===== config.mk =====
export PLATFORM = sky130hd
export DESIGN_NAME = logic_writeback_stage
export DESIGN_NICKNAME = d
export VERILOG_FILES = /design/src/rtl/cpu_pkg.sv /design/src/rtl/wb_fifo2.sv /design/src/rtl/logic_writeback_stage.sv
export SDC_FILE = /design/constraint.sdc
export NUM_CORES = 1
export LEC_CHECK = 0
export CORE_UTILIZATION = 45
export CTS_BUF_LIST = sky130_fd_sc_hd__clkbuf_8
export CTS_CLUSTER_SIZE = 30
export DETAILED_ROUTE_END_ITERATION = 10
export PLACE_DENSITY = 0.7
export SYNTH_ARGS = -nofsm -noshare
export SYNTH_HDL_FRONTEND = slang
export SYNTH_HIERARCHICAL = 1
export SYNTH_SLANG_ARGS = --single-unit

===== constraint.sdc =====
create_clock -name clk -period 5.42 [get_ports clk]
set_input_delay 1.084 -clock clk [delete_from_list [all_inputs] [get_ports clk]]
set_output_delay 1.084 -clock clk [all_outputs]
set_load 0.05 [all_outputs]

===== src/rtl/cpu_pkg.sv =====
// Shared types for the 19-bit CPU execute/writeback path.
// Used by logic_writeback_stage and wb_fifo2 (optional LOGIC_WB_FWD_EN forwarding port).
package cpu_pkg;

  localparam int WORD_SIZE  = 19;
  localparam int REG_ADDR_W = 4;

  typedef enum logic [1:0] {
    OP_AND = 2'd0,
    OP_OR  = 2'd1,
    OP_XOR = 2'd2,
    OP_NOT = 2'd3
  } logic_op_e;

  typedef struct packed {
    logic z;
    logic n;
    logic p;
  } status_flags_t;

  typedef struct packed {
    logic [REG_ADDR_W-1:0] rd;
    logic [WORD_SIZE-1:0]  data;
  } wb_entry_t;

  function automatic status_flags_t calc_flags(input logic [WORD_SIZE-1:0] word);
    status_flags_t f;
    f.z = (word == '0);
    f.n = word[WORD_SIZE-1];
    f.p = ^word;
    return f;
  endfunction

endpackage


===== src/rtl/wb_fifo2.sv =====
// Two-entry in-order register FIFO of wb_entry_t with 1-bit head/tail pointers and a separate count.
// With LOGIC_WB_FWD_EN defined it also exposes the youngest entry (tail-1 slot).
module wb_fifo2
  import cpu_pkg::*;
(
  input  logic      clk,
  input  logic      rst_n,
  input  logic      flush,
  input  logic      push,
  input  wb_entry_t din,
  input  logic      pop,
  output wb_entry_t dout,
`ifdef LOGIC_WB_FWD_EN
  output wb_entry_t youngest,
`endif
  output logic [1:0] count
);

  wb_entry_t  mem [2];
  wb_entry_t  last_q;
  logic       head_ptr;
  logic       tail_ptr;
  logic       do_push;
  logic       do_pop;

  assign do_push = push && (count != 2'd2);
  assign do_pop  = pop && (count != 2'd0);

  // When empty, dout keeps showing the entry most recently presented at the head.
  assign dout = (count != 2'd0) ? mem[head_ptr] : last_q;

`ifdef LOGIC_WB_FWD_EN
  assign youngest = mem[~tail_ptr];
`endif

  always_ff @(posedge clk) begin
    if (!rst_n) begin
      for (int i = 0; i < 2; i++) mem[i] <= '0;
      last_q   <= '0;
      head_ptr <= 1'b0;
      tail_ptr <= 1'b0;
      count    <= 2'd0;
    end else begin
      if (count != 2'd0) last_q <= mem[head_ptr];
      if (flush) begin
        head_ptr <= 1'b0;
        tail_ptr <= 1'b0;
        count    <= 2'd0;
      end else begin
        if (do_push) begin
          mem[tail_ptr] <= din;
          tail_ptr      <= ~tail_ptr;
        end
        if (do_pop) head_ptr <= ~head_ptr;
        case ({do_push, do_pop})
          2'b10:   count <= count + 2'd1;
          2'b01:   count <= count - 2'd1;
          default: count <= count;
        endcase
      end
    end
  end

endmodule


===== src/rtl/logic_writeback_stage.sv =====
// Logical-unit writeback stage: flags update, r0 filter and a 2-deep queue to the register file.
// Optional macro LOGIC_WB_FWD_EN adds fwd_valid/fwd_rd/fwd_data (youngest queued entry).
module logic_writeback_stage
  import cpu_pkg::*;
(
  input  logic                  clk,
  input  logic                  rst_n,
  input  logic                  flush,
  input  logic                  in_valid,
  output logic                  in_ready,
  input  logic [WORD_SIZE-1:0]  in_result,
  input  logic [REG_ADDR_W-1:0] in_rd,
  output logic                  wb_valid,
  input  logic                  wb_ready,
  output logic [REG_ADDR_W-1:0] wb_rd,
  output logic [WORD_SIZE-1:0]  wb_data,
  output logic                  flag_z,
  output logic                  flag_n,
  output logic                  flag_p
`ifdef LOGIC_WB_FWD_EN
  ,
  output logic                  fwd_valid,
  output logic [REG_ADDR_W-1:0] fwd_rd,
  output logic [WORD_SIZE-1:0]  fwd_data
`endif
);

  // Handshakes: a transfer happens on a rising edge where valid && ready; valid never
  // depends on ready, and in_ready depends only on registered queue occupancy.

  logic [1:0]    count;
  logic          accept;
  logic          push;
  logic          pop;
  wb_entry_t     in_entry;
  wb_entry_t     head;
  status_flags_t flags_q;

  assign in_ready = (count != 2'd2);
  assign accept   = in_valid && in_ready && !flush;
  // r0 is hardwired to zero, so its results only affect the flags.
  assign push     = accept && (in_rd != '0);
  assign wb_valid = (count != 2'd0);
  assign pop      = wb_valid && wb_ready;

  assign in_entry.rd   = in_rd;
  assign in_entry.data = in_result;

  wb_fifo2 u_fifo (
    .clk      (clk),
    .rst_n    (rst_n),
    .flush    (flush),
    .push     (push),
    .din      (in_entry),
    .pop      (pop),
    .dout     (head),
`ifdef LOGIC_WB_FWD_EN
    .youngest ({fwd_rd, fwd_data}),
`endif
    .count    (count)
  );

`ifdef LOGIC_WB_FWD_EN
  assign fwd_valid = (count != 2'd0);
`endif

  assign wb_rd   = head.rd;
  assign wb_data = head.data;

  always_ff @(posedge clk) begin
    if (!rst_n) begin
      flags_q <= '0;
    end else if (accept) begin
      flags_q <= calc_flags(in_result);
    end
  end

  assign flag_z = flags_q.z;
  assign flag_n = flags_q.n;
  assign flag_p = flags_q.p;

endmodule


# Yosys cells after proc, flatten, opt, wreduce, memory -nomap -nowiden
# Memories as Yosys holds them, arrays and structs flattened. A register that Yosys moved wholly into a read port is not among the register bits.
# Cells that the tools add are included.
[classes] n_reduce_logical=14 n_mux=12 n_bitwise=3 add_sub_neg=2 n_eq_ne=3
[ops] cell="23-bit 2-to-1 mux" count=2
[ops] cell="23-bit OR reduction" count=1
[ops] cell="19-bit zero test" count=1
[ops] cell="19-bit XOR reduction" count=1
[ops] cell="1-bit 2-to-1 mux" count=9
[ops] cell="1-bit logical AND" count=6
[ops] cell="2-bit one-hot mux with 2 select lines" count=1
[ops] cell="2-bit nonzero test" count=2
[ops] cell="4-bit nonzero test" count=1
[ops] cell="1-bit NOT" count=3
[ops] cell="2-bit by 1-bit adder with 2-bit output, second input constant" count=1
[ops] cell="2-bit by 1-bit equality test with 1-bit output, second input constant" count=1
[ops] cell="2-bit equality test, second input constant" count=1
[ops] cell="2-bit != test, second input constant" count=1
[ops] cell="2-bit OR reduction" count=1
[ops] cell="2-bit by 1-bit subtractor with 2-bit output, second input constant" count=1
[ops] cell="1-bit zero test" count=1
[totals] output_inout_bits=28 n_memories=1 ff_bits=30 inputBits=28 ram_bits=46
[mem_list] name="u_fifo.mem" depth=2 width=23 read_ports=1 rd_ports_with_merged_regs=1 write_ports=2 line_no="wb_fifo2.sv:19" rtl="wb_entry_t mem [2];"

# Logic depth before layout (Yosys ltp)
# Gate-level depths: netlist of the first run.
[logic_depth] ltp_word=11 ltp_mapped=9 ltp_nobuf=8

# Modules after synthesis
# The synthesis of the first run kept the hierarchy.
[modules_own_cells] mod="wb_fifo2" area_per_inst_um2=3185.6 cells_each=277 seq_area_each_um2=1941.9 instances=1
[modules_own_cells] mod="logic_writeback_stage" area_per_inst_um2=432.9 cells_each=54 seq_area_each_um2=60.1 instances=1

# Worst setup path after synthesis of the first run
# Ideal clock, no wire load.
[synth_path] path_type="in2reg" startpoint="input port flush" endpoint="memory u_fifo/mem[0][0] (netlist bit), enable pin" arrival_time_ns=2.788 setup_slack_ns=2.249 n_path_buf=1 required_time_ns=5.037 setup_ns=0.383 path_stages=6 path_cell_list="and3b_1 > clkbuf_1 > o41a_1 > inv_1 > nor4_4 > nand2b_1"
[synth_rtl] element="start: declaration" line_no="logic_writeback_stage.sv:8" rtl="input logic flush,"
[synth_rtl] element="end: declaration" line_no="wb_fifo2.sv:19"

==> metrics, run 1 <==
outcome=complete, no violations; sequential share of the synthesized area=0.5533; Post-Route WL=6.718 mm; max frequency=0.2811 GHz; worst reg-to-reg setup slack=2.71 ns; Pint=1.041 mW; worst hold-check path type=flip-flop to flip-flop; Chip Width=91.67 um; Max Slew Vio Count=0; fin nets=424; CP Data Required Time=5.45 ns; setup repair bufs after CTS=0; drc violations=0; initial antenna violation count=0; Area Overhead vs Synth=23.55%; commonest non-fill, non-tap cell in the layout=clkdlybuf4s50_1; Reg clk slew, reported paths=0.08 ns; Relative slew margins=0.3703; routability cong.=0.7919; largest net degree at the start of global routing=47; Cells after Synth=331; synthesized flop and latch total=77; Initial Util=0.4659; overall power=1.385 mW; max_cap viols=0; Arr. time, crit path=3.59 ns; Die Y=91.67 um; 1st-pass router iterations=4; number of global-route vias before repair=2360; placed insts=477; setup TNS=0 ns; PortBufs=55; combinational fraction of design power=0.160; clock skew=0.009248 ns; standard-cell rows=32; CTS Buf Count=9; PostCTS Resize Cnt=0; Tmin final=3.558 ns; initial DRC count=134; Final Hold Fails=0; ratio of cells with drive above 1 in the final layout=0.06905; H-tree levels=3; Synthesized Nets=369; post-route cell area=4471 um2; TritonCTS clock tree=yes; critical path startpoint category=primary input; Peak VDD IR=0.1174 mV; Total GRT Usage=0.1758; Setup crit end kind=flip-flop; post-DP HPWL=4.809 mm; worst setup slack after layout=1.862 ns; pre-CTS setup slack=1.427 ns; fin cells=493; Placed Area=4232 um2; final hold slack=0.5173 ns; Post-Route Utilization=0.5755; clk sink count=77; wire length of the first global-routing pass=11.23 mm; RSZ-0062 raised after global routing=false; count of warnings emitted by yosys=6; Antenna diodes=0; hold_buf cts=0; Switching Fraction=0.2485; I/O pin count=56; DR WL/cell=13.63 um; Vias=2417; Reg power frac=0.471; final setup fails=0; CP Class=primary input to flip-flop; Avg Synthesized Cell Area=10.93 um2; Worst-Skew Late Latency=0.35 ns; Static Leak=1.730 nW; Synth Cell Area=3618 um2; Synth cell types=32; Die Area=8403 um2; Final Cycle Share=0.6564; crit-path max FO=29; Slew @ Worst Pin=0.9417 ns; switching power=0.3441 mW; Routed Antenna Nets=0; gr ovfl total=0; Clock Tree Root=clkbuf_8; Core Area=7767 um2; clk buf depth=2; Clk pwr share=0.370; pwr dens=309.8 nW/um2; most frequent cells in the layout=clkdlybuf4s50_1 (55), nor2_1 (50), and2_1 (47); Via-to-Cell Ratio=4.903
==> power by group through the flow <==
stage                     combinational [mW]  clock (mW)  sequential [mW]
after global routing                   0.239       0.550            0.655
after floorplan                        0.143           0            0.668
final                                  0.221       0.512            0.652
after global placement                 0.219           0            0.665
after detailed placement               0.223           0            0.666
after CTS                              0.223       0.525            0.652
==> cell usage after synthesis, drive strengths merged <==
cell,count,area [um2]
nor2,50,187.7
and2,47,294.0
edfxtp,46,1381
dfxtp,31,620.6
nor2b,26,165.2
a211oi,23,172.7
nor3b,23,172.7
inv,21,78.83
buf,14,98.83
ha,10,125.1
xnor2,7,61.31
nand2b,5,33.78
o21ai,4,20.02
a21oi,3,15.01
clkbuf,3,11.26
xor2,3,26.28
mux2i,2,20.02
nor4,2,42.54
or2,2,12.51
or3,2,12.51
and3b,1,8.760
nand2,1,3.750
nand4,1,6.260
nand4b,1,8.760
nor3,1,5.000
o41a,1,11.26
xnor3,1,22.52
==> sequential cells by signal (all words and copies together) (netlist names), named ones only <==
signal,cells
u_fifo/mem,46
u_fifo/last_q,23
u_fifo/count,2
flag_n,1
flag_p,1
flag_z,1
u_fifo/head_ptr,1
u_fifo/tail_ptr,1
==> routing by layer <==
metal / global-route usage / share of wire / wire, um
met4: 0.09921 / 0.030 / 201
met5: 0 / 0 / 0
met3: 0.02488 / 0.027 / 183
met1: 0.2347 / 0.48 / 3230
met2: 0.2751 / 0.46 / 3102
==> worst paths after layout <==
| check | from | end | cells after the start |
|---|---|---|---|
| setup / recovery | rst_n | u_fifo/mem[1][0] | 6 |
| hold reg to reg | u_fifo/head_ptr | flip-flop | 2 |
| hold / removal | u_fifo/head_ptr | flip-flop | 2 |
| setup reg to reg | u_fifo/count[0] | u_fifo/mem[1][0] | 8 |
==> worst max-delay path, stage by stage <==
cell and delay, ns:
clkdlybuf4s50_1 1.09, nand2b_2 0.31, nor4_4 0.19, buf_4 0.26, nand2b_1 0.31, buf_4 0.33
==> area by class of cell <==
class / instances / area [um2]
inverters: 21 / 78.83
clock inverters: 7 / 115.1
repair buffers: 61 / 595.6
multi-input cells: 216 / 1428
clock buffers: 9 / 123.9
fillers: 684 / 3297
flip-flops and latches: 77 / 2002
well taps: 102 / 127.6
==> cell families after synthesis <==
group           count (synthesis)  synth area share
simple gates                  162            0.2635
flops                          77            0.5533
buf+inv                        38           0.05221
compound gates                 31           0.06051
xor+xnor                       11           0.03043
fa+ha+maj                      10           0.03458
mux                             2          0.005533
Power figures use the tool's default switching activity.
==> run 2: changes to the inputs <==
PLACE_DENSITY = 0.72   (was 0.7)
clock period = 3.1 ns   (was 5.42 ns; I/O delays follow)
==> run 2 against run 1 <==
Net effect: first-iteration DRC count is 10% lower; register-to-register slack worse by 2.0 ns; combinational power is 110% higher.
==> metrics, run 2 (same netlist as run 1, synthesis figures left out) <==
drc violations=0 (unchanged); Post-Route WL=6.728 mm (+0.15%); Post-Route Utilization=0.6055 (+0.02996); PortBufs=55 (unchanged); Placed Area=4482 um2 (+5.9%); worst reg-to-reg path cell count=7 (-1); pre-CTS setup slack=0.3346 ns (-1.093 ns); cell family with most CP delay=flip-flops; critical path startpoint category=flip-flop; DR WL/cell=13.62 um (about the same); post-route cell area=4703 um2 (+5.2%); I/O pin count=56 (unchanged); fillcell total=668 (-2.3%); CP bufs+invs=2 (-1); worst reg-to-reg setup slack=0.76 ns (-1.95 ns); Routed Antenna Nets=0 (unchanged); Arr. time, crit path=1.94 ns (-1.65 ns); Largest register FFs=46 (unchanged); worst setup slack after layout=0.5417 ns (-1.321 ns); pwr dens=515.9 nW/um2 (+67%); Top Registers=u_fifo/mem x46, u_fifo/last_q x23, u_fifo/count x2; Worst-Skew Late Latency=0.34 ns (about the same); Setup crit end kind=primary output; Tmin final=2.558 ns; Final Cycle Share=0.8253; Die Area=8403 um2 (unchanged); Peak VDD IR=0.3005 mV (+160%); Chip Width=91.67 um (unchanged); Area Overhead vs Synth=29.98%; initial DRC count=120 (-10%); fin cells=494 (+0.20%); fin nets=425 (+0.24%); hold_buf cts=0 (unchanged); placed insts=478 (+0.21%); Total GRT Usage=0.1757 (about the same); most frequent cells in the layout=nor2_1 (50), and2_1 (47), edfxtp_1 (46); overall power=2.427 mW (+75%); Crit Reg-Reg Startpoint=u_fifo/count[0]; Via-to-Cell Ratio=4.852 (-1.0%); CTS Buf Count=9 (unchanged); CP Class=flip-flop to primary output; final hold slack=0.5092 ns (-0.008055 ns); Slew @ Worst Pin=0.4917 ns (-0.4499 ns); ratio of cells with drive above 1 in the final layout=0.1327 (+0.06360); 1st-pass router iterations=4 (unchanged); Core Area=7767 um2 (unchanged); Clock Tree Root=clkbuf_8; Slowest-stage cell, CP=dfxtp_1; clk buf depth=2 (unchanged); CP cell instances=nor2_1, buf_4, a211oi_1, nor2_1, buf_12; Hold Startpoint=u_fifo/head_ptr; RSZ-0062 raised after global routing=false; initial antenna violation count=0 (unchanged); wire length of the first global-routing pass=11.37 mm (+1.3%); outcome=complete, no violations; Reg clk slew, reported paths=0.08 ns (about the same); routability cong.=0.7866 (-0.67%); H-tree levels=3 (unchanged); clock skew=0.01018 ns (+0.0009310 ns); standard-cell rows=32 (unchanged); reg-to-reg endpoint=u_fifo/mem[0][18]; largest net degree at the start of global routing=47 (unchanged); hold depth=2 (unchanged); setup repair bufs after CTS=0 (unchanged); critical path's largest stage delay=0.49 ns (-0.60 ns); Most common cell on crit path=nor2_1; worst hold-check path type=flip-flop to flip-flop; final setup fails=0 (unchanged); Vias=2397 (-0.83%); number of global-route vias before repair=2372 (+0.51%); setup TNS=0 ns (unchanged); PostCTS Resize Cnt=0 (unchanged); max frequency=0.3909 GHz; post-DP HPWL=4.671 mm (-2.9%); Final Hold Fails=0 (unchanged); largest reg by FF count=u_fifo/mem; Die Y=91.67 um (unchanged); Relative slew margins=0.6711 (+0.3009); crit-path max FO=23 (-21%); clk sink count=77 (unchanged); Static Leak=1.838 nW (+6.2%); Antenna diodes=0 (unchanged); commonest non-fill, non-tap cell in the layout=nor2_1; Max Slew Vio Count=0 (unchanged); max_cap viols=0 (unchanged); CP Data Required Time=2.48 ns (-2.97 ns); gr ovfl total=0 (unchanged); Initial Util=0.4659 (unchanged); TritonCTS clock tree=yes
==> run 2: cell types whose count changed in the layout (fill, tap and decap cells not counted) <==
cell             change
buf_12              +24
bufinv_16            -1
clkdlybuf4s50_1     -23
clkinv_4             +1
clkinvlp_4           +1
inv_1                -1
==> run 2: worst max-delay path by stage <==
stage                    startpoint          endpoint  slack (ns)  depth (start not counted)
global placement              flush  u_fifo/mem[0][2]        0.43                          7
floorplan           u_fifo/count[0]  u_fifo/mem[0][0]        0.07                          7
finish              u_fifo/count[0]        wb_data[1]        0.54                          5
global route        u_fifo/count[0]        wb_data[1]        0.41                          5
CTS                 u_fifo/count[0]        wb_data[1]        0.52                          5
detailed placement            flush  u_fifo/mem[0][7]        0.33                          7
==> run 2: where the power goes <==
part / internal [mW] / switching, mW
logic: 0.216 / 0.243
registers: 1.13 / 0.0128
clock network: 0.456 / 0.373
==> run 2: area by class of cell <==
cell class	instances	area (um2)	area share
inverters	21	78.83	0.01676
repair buffers	62	845.8	0.1798
clock inverters	7	97.59	0.02075
multi-input cells	216	1428	0.3035
clock buffers	9	123.9	0.02634
well taps	102	127.6	0.02713
flip-flops and latches	77	2002	0.4256
==> run 2: metal layers <==
layer	up-vias	share of wire	wire, um	track usage
met1	1120	0.46	3094	0.2229
met5	-	0	0	0
li1	1231	-	-	-
met3	5	0.034	232	0.03731
met4	0	0.0082	55	0.05026
met2	41	0.50	3345	0.3020
==> run 2: worst register-to-register path, cell delays in order (launching register included) <==
cell and delay (ns):
dfxtp_1 0.49, nand2b_1 0.17, and3b_1 0.28, o41a_1 0.21, inv_1 0.12, nor4_4 0.29, nand2b_1 0.14, buf_4 0.31
==> run 3: changes to the inputs <==
PLACE_DENSITY = 0.7   (was 0.72)
clock period = 2.5 ns   (was 3.1 ns; I/O delays follow)
==> run 3 against run 2 <==
Net effect: hold slack better by 0.011 ns; global-route usage rose by 0.29 points; sequential cell count stayed put; clock power grew 29%; count of clock-buffer cells in the layout increased by 1; sequential share of layout area is 0.32 points lower; clock skew increased by 0.00082 ns; via count up 0.83%; die area unchanged; routed wire length up 1.5%; critical path depth fell by 2; largest cell class unchanged; largest power group unchanged; highest routed layer unchanged.
==> metrics, run 3 (same netlist as run 1, synthesis figures left out) <==
Static Leak=1.852 nW (+0.75%); standard-cell rows=32 (unchanged); number of global-route vias before repair=2306 (-2.8%); routability cong.=0.8025 (+2.0%); Post-Route Utilization=0.6105 (+0.004994); clk buf depth=2 (unchanged); Tmin final=2.359 ns; largest reg by FF count=u_fifo/mem; Final Hold Fails=0 (unchanged); wire length of the first global-routing pass=11.20 mm (-1.5%); Chip Width=91.67 um (unchanged); Relative slew margins=0.6608 (-0.01036); Die Area=8403 um2 (unchanged); DR WL/cell=13.82 um (+1.5%); Post-Route WL=6.827 mm (+1.5%); pwr dens=642.9 nW/um2 (+25%); Total GRT Usage=0.1786 (+0.002874); CP cell instances=buf_4, or2_2, clkdlybuf4s50_1; largest net degree at the start of global routing=47 (unchanged); Initial Util=0.4659 (unchanged); Area Overhead vs Synth=31.05%; max frequency=0.4239 GHz; RSZ-0062 raised after global routing=false; overall power=3.049 mW (+26%); Routed Antenna Nets=0 (unchanged); clk sink count=77 (unchanged); fin nets=425 (unchanged); outcome=complete, no violations; cell family with most CP delay=buffers and inverters; Vias=2417 (+0.83%); TritonCTS clock tree=yes; drc violations=0 (unchanged); critical path's largest stage delay=0.70 ns (+0.21 ns); Peak VDD IR=0.2931 mV (-2.5%); setup TNS=0 ns (unchanged); hold_buf cts=0 (unchanged); Max Slew Vio Count=0 (unchanged); I/O pin count=56 (unchanged); final setup fails=0 (unchanged); Largest register FFs=46 (unchanged); Top Registers=u_fifo/mem x46, u_fifo/last_q x23, u_fifo/count x2; Slowest-stage cell, CP=clkdlybuf4s50_1; crit-path max FO=7 (-70%); Reg clk slew, reported paths=0.08 ns (about the same); Placed Area=4499 um2 (+0.39%); Clock Tree Root=clkbuf_8; post-route cell area=4742 um2 (+0.82%); setup repair bufs after CTS=0 (unchanged); gr ovfl total=0 (unchanged); PortBufs=55 (unchanged); clock skew=0.01100 ns (+0.0008167 ns); Arr. time, crit path=1.86 ns (-0.08 ns); most frequent cells in the layout=nor2_1 (49), and2_1 (47), edfxtp_1 (46); Worst-Skew Late Latency=0.35 ns (about the same); Setup crit end kind=primary output; post-DP HPWL=4.708 mm (+0.78%); critical path startpoint category=flip-flop; CTS Buf Count=9 (unchanged); CP bufs+invs=2 (unchanged); commonest non-fill, non-tap cell in the layout=nor2_1; max_cap viols=0 (unchanged); Die Y=91.67 um (unchanged); initial DRC count=108 (-10%); Antenna diodes=0 (unchanged); final hold slack=0.5205 ns (+0.01122 ns); Core Area=7767 um2 (unchanged); Slew @ Worst Pin=0.5058 ns (+0.01403 ns); initial antenna violation count=0 (unchanged); CP Data Required Time=2.00 ns (-0.48 ns); ratio of cells with drive above 1 in the final layout=0.1454 (+0.01276); Via-to-Cell Ratio=4.893 (+0.83%); Final Cycle Share=0.9436; H-tree levels=3 (unchanged); 1st-pass router iterations=6 (+2); worst hold-check path type=flip-flop to flip-flop; CP Class=flip-flop to primary output
## run 3: changes by cell type in the layout (fill, tap and decap cells not counted), sizes merged
cell / previous run / this run
clkinv: 2 / 1
clkbuf: 9 / 10
inv: 22 / 23
clkinvlp: 2 / 1
## run 3: through the flow
stage / setup WS, ns / instances
CTS: 0.06340 / 494
global route: 0.09085 / 494
floorplan: 0.02303 / 331
detailed placement: 0.05324 / 478
finish: 0.1411 / 494
global placement: 0.1136 / 478
## run 3: per-layer routing
layer,wire length (um),share of wire,track usage
met1,3112,0.46,0.2115
met2,3270,0.48,0.2995
met3,278,0.041,0.04809
met4,166,0.024,0.08730
met5,0,0,0
## run 3: worst min-delay path: stages (launching register included)
cell	delay, ns
dfxtp_1	0.33
xor2_1	0.07
nor2_1	0.09
## run 3: path summary, 6_finish.rpt
kind / start / end / cells past startpoint / slack [ns]
worst max-delay path: u_fifo/count[0] / wb_valid / 3 / 0.14
worst max register to register: u_fifo/count[0] / u_fifo/mem[1][4] / 7 / 0.35
worst min register to register: u_fifo/head_ptr / flip-flop / 2 / 0.52
worst min-delay path: u_fifo/head_ptr / flip-flop / 2 / 0.52
## run 3: layout make-up
class,count,area [um2]
clock buffers,10,137.6
flip-flops and latches,77,2003
inverters,21,78.83
fillers,667,3025
clock inverters,6,93.84
multi-input cells,216,1455
well taps,102,127.6
repair buffers,62,845.8
## run 3: repair_timing
action,4_1_cts,5_1_grt
resized for setup,2,2
gates cloned,0,0
setup endpoints to repair,23,17
## run 3: power by group
group / switching (mW) / internal (mW) / leakage (nW)
clock network: 0.468 / 0.598 / 0.115
logic: 0.301 / 0.268 / 1.01
registers: 0.0159 / 1.40 / 0.728
